==> config.mk <==
export PLATFORM = sky130hd
export DESIGN_NAME = alu_issue_ctrl_flat
export DESIGN_NICKNAME = d
export VERILOG_FILES = /design/src/rtl/alu_issue_ctrl_if.sv /design/src/rtl/alu_issue_ctrl.sv /design/src/flat_wrapper.sv
export SDC_FILE = /design/constraint.sdc
export NUM_CORES = 1
export LEC_CHECK = 0
export ABC_AREA = 1
export BUFFER_PORTS_ARGS = -buffer_cell sky130_fd_sc_hd__buf_4
export CAP_MARGIN = 40
export CORE_MARGIN = 5
export CORE_UTILIZATION = 29
export DETAILED_ROUTE_END_ITERATION = 16
export SYNTH_ARGS = -nofsm -noshare
export SYNTH_HDL_FRONTEND = slang
export SYNTH_SLANG_ARGS = --single-unit
export TNS_END_PERCENT = 50
==> constraint.sdc <==
create_clock -name clk -period 2.44 [get_ports clk]
set_input_delay 0.61 -clock clk [delete_from_list [all_inputs] [get_ports clk]]
set_output_delay 0.61 -clock clk [all_outputs]
set_load 0.02 [all_outputs]
==> src/rtl/alu_issue_ctrl_if.sv <==
// rtl/alu_issue_ctrl_if.sv - command and result channels of the ALU issue controller
//
// Purpose: bundles the command valid/ready channel and the result valid/ready
// channel so the issue controller and its upstream/downstream share one port.
// Ports:
//   cmd_valid/cmd_ready           command handshake
//   cmd_op/rd/rs1/rs2/use_imm/imm command fields
//   res_valid/res_ready           result handshake
//   res_data/res_rd               result value and destination register
//   res_zero/res_neg              result flags (only with ALU_ISSUE_FLAGS_EN)
// Modports: slave = issue controller, master = command source / result sink.
// Optional feature macro: ALU_ISSUE_FLAGS_EN.

interface alu_issue_ctrl_if #(
  parameter int DATA_W = 8,
  parameter int RA_W   = 2
);
  logic              cmd_valid;
  logic              cmd_ready;
  logic [2:0]        cmd_op;
  logic [RA_W-1:0]   cmd_rd;
  logic [RA_W-1:0]   cmd_rs1;
  logic [RA_W-1:0]   cmd_rs2;
  logic              cmd_use_imm;
  logic [DATA_W-1:0] cmd_imm;
  logic              res_valid;
  logic              res_ready;
  logic [DATA_W-1:0] res_data;
  logic [RA_W-1:0]   res_rd;
`ifdef ALU_ISSUE_FLAGS_EN
  logic              res_zero;
  logic              res_neg;
`endif

  modport slave (
    input  cmd_valid, cmd_op, cmd_rd, cmd_rs1, cmd_rs2, cmd_use_imm, cmd_imm,
    output cmd_ready,
    output res_valid, res_data, res_rd,
`ifdef ALU_ISSUE_FLAGS_EN
    output res_zero, res_neg,
`endif
    input  res_ready
  );

  modport master (
    output cmd_valid, cmd_op, cmd_rd, cmd_rs1, cmd_rs2, cmd_use_imm, cmd_imm,
    input  cmd_ready,
    input  res_valid, res_data, res_rd,
`ifdef ALU_ISSUE_FLAGS_EN
    input  res_zero, res_neg,
`endif
    output res_ready
  );
endinterface

==> src/rtl/alu_issue_ctrl.sv <==
// rtl/alu_issue_ctrl.sv - issue stage and register file for the 8-bit combinational ALU
//
// Purpose: accepts one register-style command at a time, drives the ALU for a
// single EXEC cycle, writes the ALU result back to the register file and
// presents it on the result channel until the sink accepts it.
// Ports:
//   clk         rising-edge clock
//   rst         synchronous active-high reset
//   bus         command/result channels (alu_issue_ctrl_if.slave)
//   alu_a/alu_b operands to the ALU (0 outside EXEC)
//   alu_opcode  opcode to the ALU (3'b111 outside EXEC, forcing a 0 result)
//   alu_result  combinational ALU output
// Optional feature macro: ALU_ISSUE_FLAGS_EN adds res_zero/res_neg result flags.

module alu_issue_ctrl #(
  parameter int DATA_W = 8,
  parameter int NREGS  = 4,
  parameter int RA_W   = $clog2(NREGS)
) (
  input  logic              clk,
  input  logic              rst,
  alu_issue_ctrl_if.slave   bus,
  output logic [DATA_W-1:0] alu_a,
  output logic [DATA_W-1:0] alu_b,
  output logic [2:0]        alu_opcode,
  input  logic [DATA_W-1:0] alu_result
);

  localparam logic [1:0] IDLE = 2'd0;
  localparam logic [1:0] EXEC = 2'd1;
  localparam logic [1:0] RESP = 2'd2;

  logic [1:0]        state;
  logic [DATA_W-1:0] regs [NREGS];

  logic [2:0]        op_q;
  logic [RA_W-1:0]   rd_q;
  logic [RA_W-1:0]   rs1_q;
  logic [RA_W-1:0]   rs2_q;
  logic              use_imm_q;
  logic [DATA_W-1:0] imm_q;

  logic              res_valid_q;
  logic [DATA_W-1:0] res_data_q;
  logic [RA_W-1:0]   res_rd_q;

  assign bus.cmd_ready = (state == IDLE);
  assign bus.res_valid = res_valid_q;
  assign bus.res_data  = res_data_q;
  assign bus.res_rd    = res_rd_q;

`ifdef ALU_ISSUE_FLAGS_EN
  logic res_zero_q;
  logic res_neg_q;
  assign bus.res_zero = res_zero_q;
  assign bus.res_neg  = res_neg_q;
`endif

  // Operands are read before write-back, so rd == rs1/rs2 sees the old value.
  // Idle opcode 111 keeps the ALU output at zero when nothing is issued.
  always_comb begin
    alu_a      = '0;
    alu_b      = '0;
    alu_opcode = 3'b111;
    if (state == EXEC) begin
      alu_a      = regs[rs1_q];
      alu_b      = use_imm_q ? imm_q : regs[rs2_q];
      alu_opcode = op_q;
    end
  end

  always_ff @(posedge clk) begin
    if (rst) begin
      state       <= IDLE;
      for (int i = 0; i < NREGS; i++) regs[i] <= '0;
      op_q        <= '0;
      rd_q        <= '0;
      rs1_q       <= '0;
      rs2_q       <= '0;
      use_imm_q   <= 1'b0;
      imm_q       <= '0;
      res_valid_q <= 1'b0;
      res_data_q  <= '0;
      res_rd_q    <= '0;
`ifdef ALU_ISSUE_FLAGS_EN
      res_zero_q  <= 1'b0;
      res_neg_q   <= 1'b0;
`endif
    end else begin
      case (state)
        IDLE: begin
          if (bus.cmd_valid) begin
            op_q      <= bus.cmd_op;
            rd_q      <= bus.cmd_rd;
            rs1_q     <= bus.cmd_rs1;
            rs2_q     <= bus.cmd_rs2;
            use_imm_q <= bus.cmd_use_imm;
            imm_q     <= bus.cmd_imm;
            state     <= EXEC;
          end
        end
        EXEC: begin
          regs[rd_q]  <= alu_result;
          res_data_q  <= alu_result;
          res_rd_q    <= rd_q;
          res_valid_q <= 1'b1;
`ifdef ALU_ISSUE_FLAGS_EN
          res_zero_q  <= (alu_result == '0);
          res_neg_q   <= alu_result[DATA_W-1];
`endif
          state       <= RESP;
        end
        RESP: begin
          // Result fields stay untouched here, so they hold under backpressure.
          if (bus.res_ready) begin
            res_valid_q <= 1'b0;
            state       <= IDLE;
          end
        end
        default: state <= IDLE;
      endcase
    end
  end

endmodule

==> src/flat_wrapper.sv <==
// flat-port wrapper written by rule: the top's interface ports become plain ports
module alu_issue_ctrl_flat 
#(
  parameter int DATA_W = 8,
  parameter int NREGS  = 4,
  parameter int RA_W   = $clog2(NREGS)
)
  (clk, rst, alu_a, alu_b, alu_opcode, alu_result, bus_cmd_valid, bus_cmd_op, bus_cmd_rd, bus_cmd_rs1, bus_cmd_rs2, bus_cmd_use_imm, bus_cmd_imm, bus_cmd_ready, bus_res_valid, bus_res_data, bus_res_rd, bus_res_ready);
  alu_issue_ctrl_if #(.DATA_W(DATA_W), .RA_W(RA_W)) bus_i ();
  input  logic clk;
  input  logic rst;
  output logic [DATA_W-1:0] alu_a;
  output logic [DATA_W-1:0] alu_b;
  output logic [2:0] alu_opcode;
  input  logic [DATA_W-1:0] alu_result;
  input wire logic [$bits(bus_i.cmd_valid)-1:0] bus_cmd_valid;
  input wire logic [$bits(bus_i.cmd_op)-1:0] bus_cmd_op;
  input wire logic [$bits(bus_i.cmd_rd)-1:0] bus_cmd_rd;
  input wire logic [$bits(bus_i.cmd_rs1)-1:0] bus_cmd_rs1;
  input wire logic [$bits(bus_i.cmd_rs2)-1:0] bus_cmd_rs2;
  input wire logic [$bits(bus_i.cmd_use_imm)-1:0] bus_cmd_use_imm;
  input wire logic [$bits(bus_i.cmd_imm)-1:0] bus_cmd_imm;
  output wire logic [$bits(bus_i.cmd_ready)-1:0] bus_cmd_ready;
  output wire logic [$bits(bus_i.res_valid)-1:0] bus_res_valid;
  output wire logic [$bits(bus_i.res_data)-1:0] bus_res_data;
  output wire logic [$bits(bus_i.res_rd)-1:0] bus_res_rd;
  input wire logic [$bits(bus_i.res_ready)-1:0] bus_res_ready;
  assign bus_i.cmd_valid = bus_cmd_valid;
  assign bus_i.cmd_op = bus_cmd_op;
  assign bus_i.cmd_rd = bus_cmd_rd;
  assign bus_i.cmd_rs1 = bus_cmd_rs1;
  assign bus_i.cmd_rs2 = bus_cmd_rs2;
  assign bus_i.cmd_use_imm = bus_cmd_use_imm;
  assign bus_i.cmd_imm = bus_cmd_imm;
  assign bus_cmd_ready = bus_i.cmd_ready;
  assign bus_res_valid = bus_i.res_valid;
  assign bus_res_data = bus_i.res_data;
  assign bus_res_rd = bus_i.res_rd;
  assign bus_i.res_ready = bus_res_ready;
  alu_issue_ctrl #(.DATA_W(DATA_W), .NREGS(NREGS), .RA_W(RA_W)) u_core (.clk(clk), .rst(rst), .bus(bus_i), .alu_a(alu_a), .alu_b(alu_b), .alu_opcode(alu_opcode), .alu_result(alu_result));
endmodule
==> impl_results.html <==
<table>
<tr><th>Metric</th><th>Value</th></tr>
<tr><th colspan="2">Finish</th></tr>
<tr><td>Fill cell instance count of the final layout</td><td>~1100</td></tr>
<tr><td>Final net count</td><td>465</td></tr>
<tr><td>Ant diodes</td><td>0</td></tr>
<tr><td>Synth-to-layout area growth</td><td>25.2%</td></tr>
<tr><td>Post-layout util</td><td>0.371</td></tr>
<tr><td>Number of cells in the finished layout apart from fillers</td><td>576</td></tr>
<tr><td>Layout cell share with drive strength beyond 1</td><td>0.220</td></tr>
<tr><th colspan="2">STA</th></tr>
<tr><td>Fmax achieved</td><td>438 MHz</td></tr>
<tr><td>Skew final</td><td>0.0106 ns</td></tr>
<tr><td>Final count of pins violating max slew</td><td>0</td></tr>
<tr><td>Relative slew margins</td><td>0.641</td></tr>
<tr><td>Unrepaired setup endpoints after global routing</td><td>no</td></tr>
<tr><td>Worst-margin pin slew</td><td>between 0.5 and 0.6 ns</td></tr>
<tr><td>Number of hold violations in the final report</td><td>0</td></tr>
<tr><td>Accumulated negative setup slack</td><td>0 ns</td></tr>
<tr><td>Post-route clock period utilization</td><td>0.936</td></tr>
<tr><td>Fin crit period</td><td>between 2 and 2.5 ns</td></tr>
<tr><td>Number of endpoints failing setup at the final stage</td><td>0</td></tr>
<tr><th colspan="2">Yosys</th></tr>
<tr><td>Synthesized area per cell</td><td>8.15 µm²</td></tr>
<tr><td>Yosys synthesis warning count</td><td>0</td></tr>
<tr><td>Share of the yosys chip area belonging to registers</td><td>0.543</td></tr>
<tr><td>Mapped Cells</td><td>between 300 and 400</td></tr>
<tr><td>Netlist Area Pre-Place</td><td>0.00306 mm²</td></tr>
<tr><td>Mapped Nets</td><td>405</td></tr>
<tr><td>Number of storage elements in the synthesis netlist</td><td>67</td></tr>
<tr><td>Number of unique standard cell types used by synthesis</td><td>21</td></tr>
<tr><th colspan="2">Floorplan</th></tr>
<tr><td>Width of the die</td><td>approximately 110 µm</td></tr>
<tr><td>Top-Level Pins</td><td>~60</td></tr>
<tr><td>Rows</td><td>37</td></tr>
<tr><td>Floorplan die area</td><td>0.0127 mm²</td></tr>
<tr><td>Initial Utilization</td><td>0.296</td></tr>
<tr><td>Core region area</td><td>0.0103 mm²</td></tr>
<tr><td>Chip Height</td><td>between 100 and 150 µm</td></tr>
<tr><th colspan="2">Power and ir drop</th></tr>
<tr><td>Worst IR Drop VDD</td><td>244 µV</td></tr>
<tr><td>Standby leakage power</td><td>1.73 nW</td></tr>
<tr><td>Pwr Density</td><td>706 mW/mm²</td></tr>
<tr><th colspan="2">Setup path</th></tr>
<tr><td>Critical R2R Capture</td><td>u_core.regs[2][3]</td></tr>
<tr><td>Critical Path Slowest Stage Cell</td><td>inv_1</td></tr>
<tr><td>Critical-path maximum fanout</td><td>16</td></tr>
<tr><td>Dominant cell type by count on the critical path</td><td>nand2_1</td></tr>
<tr><td>CP Cell Sequence</td><td>inv_1 -&gt; nand2_1 -&gt; nand2_1 -&gt; nand2_1 -&gt; a21oi_1 -&gt; buf_4</td></tr>
<tr><td>Worst-case register-to-register setup slack</td><td>0.79 ns</td></tr>
<tr><td>Category of the worst setup path capture point</td><td>primary output</td></tr>
<tr><td>Critical path launch point type</td><td>flop</td></tr>
<tr><td>Path depth of the worst reg2reg path</td><td>4</td></tr>
<tr><td>CP required</td><td>1.83 ns</td></tr>
<tr><td>Critical Path AT</td><td>about 1.7 ns</td></tr>
<tr><td>Worst reg2reg startpoint</td><td>u_core.state[0]</td></tr>
<tr><td>Biggest cell delay along the critical path</td><td>0.36 ns</td></tr>
<tr><td>Setup Crit Path Kind</td><td>flop to primary output</td></tr>
<tr><th colspan="2">Detailed routing</th></tr>
<tr><td>Final routed wirelength across all metal layers</td><td>7.99 mm</td></tr>
<tr><td>Number of vias after detailed routing</td><td>2621</td></tr>
<tr><td>Final antenna-violating net count</td><td>0</td></tr>
<tr><td>Vias per cell</td><td>about 4.6</td></tr>
<tr><td>Detailed Routing Iterations Pass 1</td><td>5</td></tr>
<tr><td>DRC errors left</td><td>0</td></tr>
<tr><td>Number of DRC markers in iteration 0</td><td>151</td></tr>
<tr><td>Wire per inst</td><td>13.9 µm</td></tr>
<tr><th colspan="2">Clock tree</th></tr>
<tr><td>Clock insertion delay at the later pin of the skew report</td><td>roughly 0.33 ns</td></tr>
<tr><td>Clk pin slew, worst setup/hold paths</td><td>0.07 ns</td></tr>
<tr><td>Bufs on Longest Clock Path</td><td>2</td></tr>
<tr><td>CTS tree</td><td>built</td></tr>
<tr><td>Total of hold buffers inserted after clock tree synthesis</td><td>0</td></tr>
<tr><td>Gates resized, CTS repair</td><td>0</td></tr>
<tr><td>Number of CTS-inserted buffers</td><td>9</td></tr>
<tr><td>Depth of the CTS H-tree</td><td>3</td></tr>
<tr><td>CTS Sinks</td><td>67</td></tr>
<tr><td>Post-CTS Setup Inserts</td><td>0</td></tr>
<tr><td>CTS root buffer</td><td>clkbuf_8</td></tr>
<tr><th colspan="2">Placed design</th></tr>
<tr><td>Placed wire-length estimate</td><td>6.04 mm</td></tr>
<tr><td>Total instance count after detailed placement</td><td>560</td></tr>
<tr><td>Placer's final routability congestion estimate</td><td>between 0.8 and 0.9</td></tr>
<tr><td>IO buf count</td><td>60</td></tr>
<tr><th colspan="2">GRT</th></tr>
<tr><td>Global-route wire length before repair</td><td>13.0 mm</td></tr>
<tr><td>Met3 capacity usage during global routing</td><td>0.0420</td></tr>
<tr><td>Global routing usage summed across all routing layers</td><td>0.128</td></tr>
<tr><td>Total gr overflow</td><td>0</td></tr>
<tr><td>Largest net degree at the start of global routing</td><td>21</td></tr>
<tr><td>Global-route met2 utilization</td><td>0.194</td></tr>
<tr><td>Number of global-route vias before repair</td><td>approximately 2600</td></tr>
<tr><td>Met1 capacity usage during global routing</td><td>0.176</td></tr>
<tr><td>Most used routing layer in global routing</td><td>met2</td></tr>
<tr><td>Antenna violations before repair</td><td>0</td></tr>
<tr><th colspan="2">Min path</th></tr>
<tr><td>Hold Path End</td><td>u_core.state[1]</td></tr>
<tr><td>Hold Path Origin</td><td>bus_res_ready</td></tr>
<tr><td>Worst hold stages</td><td>2</td></tr>
<tr><td>Tightest Hold Check Type</td><td>input port to flop</td></tr>
<tr><th colspan="2">Job</th></tr>
<tr><td>Max-capacitance violation count</td><td>0</td></tr>
<tr><th colspan="2">Run status</th></tr>
<tr><td>Outcome</td><td>complete, no violations</td></tr>
</table>
==> final cells by class <==
class	count	area (µm²)	share of cell area
clock buffers	10	128	0.0333
clock inverters	6	95.1	0.0248
inverters	28	113	0.0294
multi-input cells	262	1160	0.303
flip-flops and latches	67	1660	0.434
well taps	136	170	0.0444
repair buffers	67	503	0.131
==> state kept, by name (all words and copies together) (netlist names), named ones only <==
name	cells
u_core.bus.res_data	8
u_core.bus.res_rd	2
u_core.bus.res_valid	1
u_core.imm_q	8
u_core.op_q	3
u_core.rd_q	2
u_core.regs	32
u_core.rs1_q	2
u_core.rs2_q	2
u_core.state	2
u_core.use_imm_q	1
==> layer usage <==
| layer | vias to the layer above | wire length, µm |
|---|---|---|
| met1 | 1204 | 3850 |
| met3 | 6 | 556 |
| met4 | 0 | 89 |
| li1 | 1329 | - |
| met2 | 82 | 3490 |
| met5 | - | 0 |
==> where the power goes <==
part | leakage, nW | total, mW | internal (mW) | switching (mW)
sequential | 0.621 | 1.29 | 1.25 | 0.0444
clock | 0.112 | 1.02 | 0.588 | 0.428
combinational | 0.996 | 0.397 | 0.145 | 0.252
==> layout by cell type, fill, tap and decap left out <==
master     Yosys  final
a21oi_1       17     17
buf_4          1     67
bufinv_16      0      2
clkbuf_1       6      1
clkbuf_8       0      9
clkinv_4       0      1
dfxtp_1       35     35
edfxtp_1      32     32
inv_1         26     26
inv_2          1      1
inv_6          0      3
inv_8          1      1
nand2_1       90     90
nand2_2        2      2
nand3_1       27     27
nand3_4        3      3
nor2_1        76     76
nor2_2         5      5
o21ai_0       36     36
o21ai_1        1      1
o31ai_1        2      2
or2_2          3      3
==> Yosys cell counts <==
cell type	count	area (µm²)
a21oi_1	17	85.1
o21ai_0	36	180
buf_2	6	30.0
inv_8	1	11.3
or2_2	3	18.8
o31ai_1	2	15.0
buf_4	1	7.51
nand2_1	90	338
buf_6	4	45.0
inv_1	26	97.6
nand3_4	3	52.6
nor2_2	5	31.3
nand2_2	2	12.5
dfxtp_1	35	701
nand3_1	27	135
inv_2	1	3.75
buf_12	1	20.0
o21ai_1	1	5.00
edfxtp_1	32	961
clkbuf_1	6	22.5
nor2_1	76	285
==> critical path, delay by kind of cell (launching register included) <==
family	cells	cell delay [ns]
flops	1	0.31
buf+inv	2	0.55
compound gates	1	0.25
simple gates	3	0.24
==> logic make-up after synthesis <==
| family | Yosys count | share of synthesized area |
|---|---|---|
| DFF | 67 | 0.543 |
| and+or+nand+nor | 206 | 0.286 |
| buffers and inverters | 46 | 0.0777 |
| AOI/OAI and AO/OA | 56 | 0.0933 |
==> how the worst max path moves through the flow <==
stage | endpoint | slack, ns
final | alu_a[7] | 0.16
after global placement | alu_a[7] | 0.54
after detailed placement | alu_a[7] | 0.51
after CTS | alu_a[7] | 0.15
after floorplan | alu_a[5] | 0.64
after global routing | alu_a[7] | 0.04
==> through the flow <==
step | area [µm²] | hold slack [ns] | worst slack (ns) | power [mW]
final | 3830 | 0.460 | 0.155 | 2.70
after CTS | 3830 | 0.442 | 0.149 | 2.73
after floorplan | 3060 | 0.446 | 0.642 | 1.57
after global placement | 3610 | 0.452 | 0.542 | 1.71
after detailed placement | 3610 | 0.461 | 0.514 | 1.72
after global routing | 3830 | 0.433 | 0.0402 | 2.84
(Power assumes the default switching activity.)
